--- src/rtl/ex_pkg.sv ---
// Shared types and constants for the execute stage: ALU control codes, R-type
// opcodes, forwarding selects and the multi-cycle FSM state.
package ex_pkg;

  typedef enum logic [2:0] {
    ALU_ADD,
    ALU_SUB,
    ALU_AND,
    ALU_ORR,
    ALU_PASS_B,
    ALU_MUL
  } alu_ctrl_e;

  localparam logic [10:0] OP_ADD = 11'b10001011000;
  localparam logic [10:0] OP_SUB = 11'b11001011000;
  localparam logic [10:0] OP_AND = 11'b10001010000;
  localparam logic [10:0] OP_ORR = 11'b10101010000;
  localparam logic [10:0] OP_MUL = 11'b10011011000;

  localparam logic [1:0] FWD_REG   = 2'b00;
  localparam logic [1:0] FWD_WB    = 2'b01;
  localparam logic [1:0] FWD_EXMEM = 2'b10;
  localparam logic [1:0] FWD_ZERO  = 2'b11;

  typedef enum logic {
    ST_IDLE,
    ST_BUSY
  } ex_state_e;

  function automatic alu_ctrl_e decode_alu(input logic [1:0] alu_op, input logic [10:0] opcode);
    alu_ctrl_e ctrl;
    ctrl = ALU_ADD;
    if (alu_op == 2'b01) begin
      ctrl = ALU_PASS_B;
    end else if (alu_op == 2'b10) begin
      case (opcode)
        OP_SUB:  ctrl = ALU_SUB;
        OP_AND:  ctrl = ALU_AND;
        OP_ORR:  ctrl = ALU_ORR;
        OP_MUL:  ctrl = ALU_MUL;
        default: ctrl = ALU_ADD;
      endcase
    end
    return ctrl;
  endfunction

endpackage

--- src/rtl/ex_iter_mul.sv ---
// Iterative shift-add multiplier retiring BPC bits of op_b per cycle; product
// is valid combinationally in the cycle done is high (includes the last step).
module ex_iter_mul #(
  parameter int XLEN = 64,
  parameter int BPC  = 1
) (
  input  logic            clk,
  input  logic            reset,
  input  logic            start,
  input  logic            abort,
  input  logic [XLEN-1:0] op_a,
  input  logic [XLEN-1:0] op_b,
  output logic            busy,
  output logic            done,
  output logic [XLEN-1:0] product
);

  localparam int MUL_CYCLES = XLEN / BPC;
  localparam int CNT_W      = $clog2(MUL_CYCLES + 1);

  logic [XLEN-1:0]  acc_q, acc_d;
  logic [XLEN-1:0]  a_q, a_d;
  logic [XLEN-1:0]  b_q, b_d;
  logic [CNT_W-1:0] cnt_q, cnt_d;
  logic             busy_q, busy_d;
  logic [XLEN-1:0]  partial;

  always_comb begin
    partial = a_q * XLEN'(b_q[BPC-1:0]);
    acc_d   = acc_q;
    a_d     = a_q;
    b_d     = b_q;
    cnt_d   = cnt_q;
    busy_d  = busy_q;
    if (start) begin
      acc_d  = '0;
      a_d    = op_a;
      b_d    = op_b;
      cnt_d  = CNT_W'(MUL_CYCLES - 1);
      busy_d = 1'b1;
    end else if (abort) begin
      busy_d = 1'b0;
    end else if (busy_q) begin
      acc_d = acc_q + partial;
      a_d   = a_q << BPC;
      b_d   = b_q >> BPC;
      if (cnt_q == '0) busy_d = 1'b0;
      else             cnt_d  = cnt_q - 1'b1;
    end
  end

  always_ff @(posedge clk) begin
    if (reset) begin
      acc_q  <= '0;
      a_q    <= '0;
      b_q    <= '0;
      cnt_q  <= '0;
      busy_q <= 1'b0;
    end else begin
      acc_q  <= acc_d;
      a_q    <= a_d;
      b_q    <= b_d;
      cnt_q  <= cnt_d;
      busy_q <= busy_d;
    end
  end

  assign busy    = busy_q;
  assign done    = busy_q && (cnt_q == '0);
  assign product = acc_q + partial;

endmodule

--- src/rtl/ex_stage_mc.sv ---
// Execute stage with forwarding, ALU decode and the EX/MEM register; MUL runs
// on the iterative multiplier and stalls upstream until its product is written.
module ex_stage_mc
  import ex_pkg::*;
#(
  parameter int XLEN = 64,
  parameter int BPC  = 1
) (
  input  logic            clk,
  input  logic            reset,
  input  logic            id_valid,
  input  logic            flush,
  input  logic [XLEN-1:0] read_data_1,
  input  logic [XLEN-1:0] read_data_2,
  input  logic [XLEN-1:0] sign_extend_in,
  input  logic            ALUSrc,
  input  logic [1:0]      ALUOp,
  input  logic [31:0]     instruction,
  input  logic [4:0]      rd_in,
  input  logic            reg_write_in,
  input  logic [1:0]      forwardA,
  input  logic [1:0]      forwardB,
  input  logic [XLEN-1:0] EX_MEM_alu_result,
  input  logic [XLEN-1:0] WB_write_back,
  output logic            stall,
  output logic            ex_mem_valid,
  output logic [XLEN-1:0] ex_mem_alu_result,
  output logic [XLEN-1:0] ex_mem_write_data,
  output logic            ex_mem_zero,
  output logic [4:0]      ex_mem_rd,
  output logic            ex_mem_reg_write
);

  ex_state_e       state_q, state_d;
  logic            valid_q, valid_d;
  logic [XLEN-1:0] result_q, result_d;
  logic [XLEN-1:0] wdata_q, wdata_d;
  logic            zero_q, zero_d;
  logic [4:0]      rd_q, rd_d;
  logic            rw_q, rw_d;
  logic [4:0]      rd_lat_q, rd_lat_d;
  logic            rw_lat_q, rw_lat_d;

  alu_ctrl_e       alu_ctrl;
  logic [XLEN-1:0] op_a, op_b, alu_b, alu_res;
  logic            mul_start, mul_abort, mul_busy, mul_done;
  logic [XLEN-1:0] mul_product;
  logic            unused_instr;

  assign unused_instr = ^instruction[20:0];

  always_comb begin
    case (forwardA)
      FWD_REG:   op_a = read_data_1;
      FWD_EXMEM: op_a = EX_MEM_alu_result;
      FWD_WB:    op_a = WB_write_back;
      default:   op_a = '0;
    endcase
    case (forwardB)
      FWD_REG:   op_b = read_data_2;
      FWD_EXMEM: op_b = EX_MEM_alu_result;
      FWD_WB:    op_b = WB_write_back;
      default:   op_b = '0;
    endcase
    alu_b    = ALUSrc ? sign_extend_in : op_b;
    alu_ctrl = decode_alu(ALUOp, instruction[31:21]);
    case (alu_ctrl)
      ALU_SUB:    alu_res = op_a - alu_b;
      ALU_AND:    alu_res = op_a & alu_b;
      ALU_ORR:    alu_res = op_a | alu_b;
      ALU_PASS_B: alu_res = alu_b;
      default:    alu_res = op_a + alu_b;
    endcase
  end

  // Every path not explicitly loading a result leaves a zeroed bubble in EX/MEM.
  always_comb begin
    state_d   = state_q;
    stall     = 1'b0;
    mul_start = 1'b0;
    mul_abort = 1'b0;
    valid_d   = 1'b0;
    result_d  = '0;
    wdata_d   = '0;
    zero_d    = 1'b0;
    rd_d      = '0;
    rw_d      = 1'b0;
    rd_lat_d  = rd_lat_q;
    rw_lat_d  = rw_lat_q;
    case (state_q)
      ST_IDLE: begin
        if (id_valid && !flush) begin
          if (alu_ctrl == ALU_MUL) begin
            stall     = 1'b1;
            mul_start = 1'b1;
            rd_lat_d  = rd_in;
            rw_lat_d  = reg_write_in;
            state_d   = ST_BUSY;
          end else begin
            valid_d  = 1'b1;
            result_d = alu_res;
            wdata_d  = op_b;
            zero_d   = (alu_res == '0);
            rd_d     = rd_in;
            rw_d     = reg_write_in;
          end
        end
      end
      ST_BUSY: begin
        if (flush) begin
          mul_abort = 1'b1;
          state_d   = ST_IDLE;
        end else if (mul_done) begin
          valid_d  = 1'b1;
          result_d = mul_product;
          zero_d   = (mul_product == '0);
          rd_d     = rd_lat_q;
          rw_d     = rw_lat_q;
          state_d  = ST_IDLE;
        end else begin
          stall = mul_busy;
        end
      end
      default: state_d = ST_IDLE;
    endcase
  end

  always_ff @(posedge clk) begin
    if (reset) begin
      state_q  <= ST_IDLE;
      valid_q  <= 1'b0;
      result_q <= '0;
      wdata_q  <= '0;
      zero_q   <= 1'b0;
      rd_q     <= '0;
      rw_q     <= 1'b0;
      rd_lat_q <= '0;
      rw_lat_q <= 1'b0;
    end else begin
      state_q  <= state_d;
      valid_q  <= valid_d;
      result_q <= result_d;
      wdata_q  <= wdata_d;
      zero_q   <= zero_d;
      rd_q     <= rd_d;
      rw_q     <= rw_d;
      rd_lat_q <= rd_lat_d;
      rw_lat_q <= rw_lat_d;
    end
  end

  ex_iter_mul #(.XLEN(XLEN), .BPC(BPC)) u_mul (
    .clk     (clk),
    .reset   (reset),
    .start   (mul_start),
    .abort   (mul_abort),
    .op_a    (op_a),
    .op_b    (op_b),
    .busy    (mul_busy),
    .done    (mul_done),
    .product (mul_product)
  );

  assign ex_mem_valid      = valid_q;
  assign ex_mem_alu_result = result_q;
  assign ex_mem_write_data = wdata_q;
  assign ex_mem_zero       = zero_q;
  assign ex_mem_rd         = rd_q;
  assign ex_mem_reg_write  = rw_q;

endmodule

--- config.mk ---
export PLATFORM = sky130hd
export DESIGN_NAME = ex_stage_mc
export DESIGN_NICKNAME = d
export VERILOG_FILES = /design/src/rtl/ex_pkg.sv /design/src/rtl/ex_iter_mul.sv /design/src/rtl/ex_stage_mc.sv
export SDC_FILE = /design/constraint.sdc
export NUM_CORES = 1
export LEC_CHECK = 0
export CAP_MARGIN = 0
export CORE_MARGIN = 1
export CORE_UTILIZATION = 53
export CTS_BUF_LIST = sky130_fd_sc_hd__clkbuf_4
export DETAILED_ROUTE_END_ITERATION = 10
export PLACE_DENSITY = 0.9
export SLEW_MARGIN = 20
export SYNTH_ARGS = -nofsm -noshare
export SYNTH_HDL_FRONTEND = slang
export SYNTH_SLANG_ARGS = --single-unit
--- constraint.sdc ---
create_clock -name clk -period 17.5 [get_ports clk]
set_input_delay 4.375 -clock clk [delete_from_list [all_inputs] [get_ports clk]]
set_output_delay 4.375 -clock clk [all_outputs]
set_load 0.01 [all_outputs]
# [After elaboration in Yosys (flattened, before gate mapping)]
# Cells that the tools add are included.
[op_classes] addsub=4 mul=1 eq_ne=17 n_mux=57 bitwise_logic=6 reduce_logical=16
[ops] operator="two-way mux 64 bit" count=11
[ops] operator="case mux 64 bit (3 select lines)" count=2
[ops] operator="case mux 64 bit (4 select lines)" count=1
[ops] operator="adder 64 bit" count=2
[ops] operator="zero test 64 bit" count=2
[ops] operator="case mux 64 bit (2 select lines)" count=1
[ops] operator="bitwise AND 64 bit" count=1
[ops] operator="multiplier 64 x 1 -> 64 bit" count=1
[ops] operator="OR 64 bit" count=1
[ops] operator="subtractor 64 bit" count=1
[ops] operator="== test 11 bit (second input constant)" count=4
[ops] operator="two-way mux 1 bit" count=25
[ops] operator="two-way mux 6 bit" count=4
[ops] operator="two-way mux 5 bit" count=4
[ops] operator="case mux 3 bit (4 select lines)" count=1
[ops] operator="case mux 1 bit (2 select lines)" count=5
[ops] operator="case mux 5 bit (2 select lines)" count=1
[ops] operator="AND reduction 3 bit" count=3
[ops] operator="zero test 7 bit" count=1
[ops] operator="subtractor 7 x 1 -> 7 bit (second input constant)" count=1
[ops] operator="== test 2 x 1 -> 1 bit (second input constant)" count=3
[ops] operator="== test 2 bit (second input constant)" count=3
[ops] operator="== test 3 x 2 -> 1 bit (second input constant)" count=2
[ops] operator="== test 3 bit (second input constant)" count=2
[ops] operator="11 further kinds" count=19
[word_totals] regBits=343 inputBits=369 out_inout_bits=137 wordCells=116

# [Logic depth before layout (Yosys ltp)]
[logic_depth] ltp_word=10 depth_mapped=33 ltp_nobuf=28

# [Cells and area by module]
# From an unflattened synthesis, not the netlist that was laid out.
[hier_totals] hier_cells=3895 area_unflattened_um2=27674.0
[modules_own_cells] mod="ex_stage_mc" n_inst=1 cells_per_inst=2045 area_per_inst_um2=14993.1 seq_area_each_um2=2862.7
[modules_own_cells] mod="ex_iter_mul" n_inst=1 cells_per_inst=1850 area_per_inst_um2=12680.9 seq_area_each_um2=4003.8

# [Worst setup path after synthesis]
# No wires, ideal clock.
[synth_timing] kind="input port to output port" startpoint="in instruction[26]" endpoint="out stall" arrival_ns=6.173 t_required_ns=13.125 setup_slack_ns=6.952 cell_stages=9 cell_sequence="and4b_1 -> clkbuf_1 -> nand3_1 -> nor3b_1 -> nand3_1 -> clkbuf_1 -> clkbuf_1 -> clkbuf_1 -> o21ai_0"
[synth_between] elab_chain_cells=8 elab_cells_between_ends=11 cone_classes="eq/ne: 5; mux: 6"
[synth_rtl] item="from (decl)" line_no="ex_stage_mc.sv:18" rtl="input logic [31:0] instruction,"
[synth_rtl] item="== test 11 bit" line_no="ex_pkg.sv:36" rtl="case (opcode)"
[synth_rtl] item="case mux 3 bit (4 select lines) (*)" line_no="ex_pkg.sv:36"
[synth_rtl] item="two-way mux 3 bit (*)" line_no="ex_pkg.sv:35" rtl="end else if (alu_op == 2'b10) begin"
[synth_rtl] item="two-way mux 3 bit (*)" line_no="ex_pkg.sv:33" rtl="if (alu_op == 2'b01) begin"
[synth_rtl] item="== test 3 bit (*)" line_no="ex_stage_mc.sv:93" rtl="if (alu_ctrl == ALU_MUL) begin"
[synth_rtl] item="two-way mux 1 bit (*)" line_no="ex_stage_mc.sv:93"
[synth_rtl] item="two-way mux 1 bit (*)" line_no="ex_stage_mc.sv:92" rtl="if (id_valid && !flush) begin"
[synth_rtl] item="case mux 1 bit (2 select lines) (*)" line_no="ex_stage_mc.sv:90" rtl="case (state_q)"
[synth_rtl] item="to (decl)" line_no="ex_stage_mc.sv:25" rtl="output logic stall,"
# Mark *: on every way between the ends. The rest lies on a longest branch, timed or not.

# [Final worst setup path]
[layout_timing] startpoint="in ALUSrc" endpoint="reg zero_q, in the netlist ex_mem_zero"
[layout_between] elab_chain_cells=7 elab_cells_between_ends=10 cone_classes="add/sub: 2; mux: 5; bitwise: 2; reduce/logical: 1"
[layout_rtl] item="from (decl)" line_no="ex_stage_mc.sv:16" rtl="input logic ALUSrc,"
[layout_rtl] item="two-way mux 64 bit (*)" line_no="ex_stage_mc.sv:65" rtl="alu_b = ALUSrc ? sign_extend_in : op_b;"
[layout_rtl] item="adder 64 bit, or another cell as far along" line_no="ex_stage_mc.sv:72" rtl="default: alu_res = op_a + alu_b;"
[layout_rtl] item="case mux 64 bit (4 select lines) (*)" line_no="ex_stage_mc.sv:67" rtl="case (alu_ctrl)"
[layout_rtl] item="zero test 64 bit (*)" line_no="ex_stage_mc.sv:103" rtl="zero_d = (alu_res == '0);"
[layout_rtl] item="two-way mux 1 bit (*)" line_no="ex_stage_mc.sv:93"
[layout_rtl] item="two-way mux 1 bit (*)" line_no="ex_stage_mc.sv:92"
[layout_rtl] item="case mux 1 bit (2 select lines) (*)" line_no="ex_stage_mc.sv:90"
[layout_rtl] item="to (signal assigned)" line_no="ex_stage_mc.sv:144" rtl="zero_q <= zero_d;"
[layout_rtl] item="to (decl)" line_no="ex_stage_mc.sv:38" rtl="logic zero_q, zero_d;"
# Marked as above.
# A chain may end at the register's enable or synchronous reset.

==> metrics.csv <==
stage,metric,value,unit
run_status,status,"finished, final reports clean",
clock_tree,TritonCTS Buffers,91,
global_route,Overflow after GRT,0,
yosys,Main synth FF type,dfxtp_1,
pwr,Psw,0.832,mW
worst_hold_path,Worst Hold Class,flip-flop to flip-flop,
setup_path,r2r setup slk,11860,ps
pwr,combinational power share,0.329,
timing,measured slew at the worst slew-check pin,1230,ps
placed_design,DP Area,32900,µm²
final_layout,Filler Cells Inserted,4532,
drt,Vias/cell,6.57,
final_layout,storage element area,6870,µm²
yosys,synthesized area per cell,7.19,µm²
setup_path,CP Max Fanout,60,
drt,via count,32800,
clock_tree,CTS tree,yes,
yosys,post-synth top area cell,dfxtp_1,
timing,headroom to the max-slew limit,0.171,
timing,Final Setup Violations,0,
global_route,Overall Global Routing Usage,0.437,
pwr,Tot Pwr,2.26,mW
yosys,ys async rst share,0,
yosys,Syn. warnings,0,
final_layout,share of cells above drive strength 1,0.0573,
timing,Fin Setup TNS,0,ps
floorplanning,Core Area,51700,µm²
clock_tree,worst skew pair latency,850,ps
yosys,"Cell Area, Synth",27900,µm²
pwr,switching share of total power,0.368,
yosys,ranking of synthesized cells by area,"dfxtp_1 25%, nand2_1 8.4%, a21oi_1 5.9%",
drt,post-DR wirelength/cell,24.4,µm
drt,drt total wl,122000,µm
pwr,Flop pwr share,0.353,
timing,Period minus WS final,11810,ps
pwr,peak supply drop,0.0000484,V
yosys,"Seq/Total Area, Yosys",0.246,
pwr,clock power share,0.319,
floorplanning,Initial Utilization,0.540,
drt,Antenna Nets Post-Route,0,
global_route,vias in the first global route,29500,
floorplanning,I/O pin count,506,
run,Max-Cap Viols,0,
floorplanning,Die H,232,µm
setup_path,Crit. End Element,flip-flop,
final_layout,design area,34100,µm²
clock_tree,post-CTS resize count,0,
clock_tree,hold buffers post-CTS,0,
global_route,largest net degree at the start of global routing,89,
setup_path,Setup CP Type,primary input to flip-flop,
yosys,Mapped Nets,4387,
clock_tree,post-CTS setup buffer count,0,
floorplanning,row cnt,83,
floorplanning,die width,232,µm
timing,final hold vios,0,
timing,fmax,84.7,MHz
placed_design,IO Port Bufs,484,
yosys,Mapped Cells,3885,
final_layout,area of the multi-input gates,19700,µm²
global_route,first-pass GRT wire length,179000,µm
drt,Detailed Routing Iterations Pass 1,7,
timing,Fin Clk Skew,63.5,ps
final_layout,Nets,4725,
clock_tree,"CTS clk-pin slew, worst paths",80,ps
pwr,Power Dens Cells,66.2,nW/µm²
drt,DRC viols,0,
clock_tree,clock root cell,clkbuf_4,
placed_design,DP HPWL,93800,µm
setup_path,startpoint types,primary input,
timing,"Slew Viols, Final",0,
clock_tree,clock sink total,343,
yosys,"FF+latch count, synth",343,
setup_path,CP Data Arrival Time,12620,ps
setup_path,Critical Path RT,18310,ps
yosys,Synth top area share,0.246,
placed_design,Placer Congestion,1.02,
clock_tree,Clock Tree Buf Depth,3,
timing,Tcrit/Tclk final,0.675,
drt,DR iter-0 viols,4550,
yosys,number of synthesized flops with an enable pin,0,
pwr,P_int,1.43,mW
pwr,Pleak,13.6,nW
timing,RSZ-0062 raised after global routing,false,
global_route,antenna violations before repair,26,
final_layout,Syn-to-layout area delta,22.0,%
yosys,"Distinct cells, synth",101,
floorplanning,die area,53600,µm²
clock_tree,H-tree depth,3,
==> cell usage after synthesis, drive strengths merged, types with 10 or more instances <==
master	instances
o211a	15
o21bai	16
nor4	25
or4bb	10
or3	17
a31oi	32
nand2b	29
a22o	27
dfxtp	343
a21oi	332
a211oi	97
buf	73
mux2i	141
o21a	30
a21o	55
nand2	623
nand4	70
nor3	39
a22oi	21
o211ai	32
a221oi	13
nor2	372
o2bb2ai	25
xnor2	79
o31ai	17
ha	131
clkbuf	209
and3	99
maj3	17
xor2	89
nand3	111
and4	14
and2	109
o22ai	42
o21ai	263
mux2	12
inv	69
nor2b	25
==> flip-flops by register name (all words and copies together), names as in the netlist, 5 cells and up <==
signal and count:
u_mul.cnt_q 7, u_mul.acc_q 64, u_mul.a_q 64, rd_lat_q 5
ex_mem_rd 5, ex_mem_alu_result 64, ex_mem_write_data 64, u_mul.b_q 64
==> area by class of cell <==
| type | count | share of cell area |
|---|---|---|
| clock buffer | 118 | 0.0260 |
| timing repair buffer | 527 | 0.151 |
| inverter | 70 | 0.00771 |
| clock inverter | 45 | 0.00760 |
| sequential | 343 | 0.202 |
| tap | 680 | 0.0250 |
| multi-input combinational | 3190 | 0.579 |
| antenna | 25 | 0.00184 |
==> power groups by stage <==
| stage | Combinational (mW) | Clock, mW | Sequential, mW |
|---|---|---|---|
| 6_report | 0.742 | 0.719 | 0.796 |
| 5_1_grt | 0.774 | 0.763 | 0.796 |
| 4_1_cts | 0.706 | 0.724 | 0.796 |
| 3_5_place_dp | 0.702 | 0 | 0.814 |
| 3_3_place_gp | 0.700 | 0 | 0.813 |
| 2_1_floorplan | 0.401 | 0 | 0.820 |
==> final timing paths <==
| kind | from | end | depth (start not counted) |
|---|---|---|---|
| max | ALUSrc | ex_mem_zero | 27 |
| min | rd_lat_q[1] | rd_lat_q[1] | 2 |
| max reg2reg | u_mul.b_q[0] | ex_mem_zero | 16 |
| min reg2reg | rd_lat_q[1] | rd_lat_q[1] | 2 |
==> critical path, stage by stage <==
cell and delay [ps]:
buf_4 510, clkinv_1 680, buf_4 460, or4_1 580, o41ai_2 80, nand4_1 280
nor4_2 430, nand2_1 210, nor4_4 350, and3_1 330, and3_4 280, nor2_1 60
xor2_1 170, ha_1 420, a21oi_1 290, o21ai_0 210, a211oi_1 250, a21oi_1 160
o311ai_0 670, a211o_1 220, o211ai_1 140, nor4_1 480, and4_1 250, nand4_1 110
nor4_1 220, and4_1 220, a32o_1 120
==> metal layers <==
layer  up-vias  track usage  share of wire
met4         2        0.257          0.063
li1      14700            -              -
met1     15200        0.594           0.40
met2      2481        0.612           0.40
met3       380        0.118           0.14
met5         -            0       0.000090
==> through the flow <==
stage	instances	util	hold slack [ps]	worst slack (ps)
after detailed placement	4810	0.635	448	5030
after global routing	4995	0.659	477	5300
after global placement	4810	0.635	439	5100
after CTS	4973	0.657	453	5890
final	4998	0.659	451	5690
after floorplan	3885	-	432	6950
==> kinds of logic (layout without fill, tap and decap cells) <==
logic type / after synthesis / after routing / share of synthesized area
multiplexers: 153 / 153 / 0.0555
XOR/XNOR: 168 / 168 / 0.0527
flip-flops: 343 / 343 / 0.246
buffers and inverters: 352 / 760 / 0.0507
other: 0 / 25 / 0
adder cells (fa/ha/maj): 150 / 150 / 0.0663
AND/OR/NAND/NOR: 1594 / 1594 / 0.271
AO/OA/AOI/OAI: 1125 / 1125 / 0.258
==> placed cells by master (no fill, tap or decap), drive strengths merged, types with 109 or more instances in the layout <==
cell type and count:
mux2i 141, clkdlybuf4s50 478, dfxtp 343, clkbuf 118, ha 131, a21oi 332, nand3 111, nand2 623
nor2 372, o21ai 263, and2 109
Power figures use the tool's default switching activity.
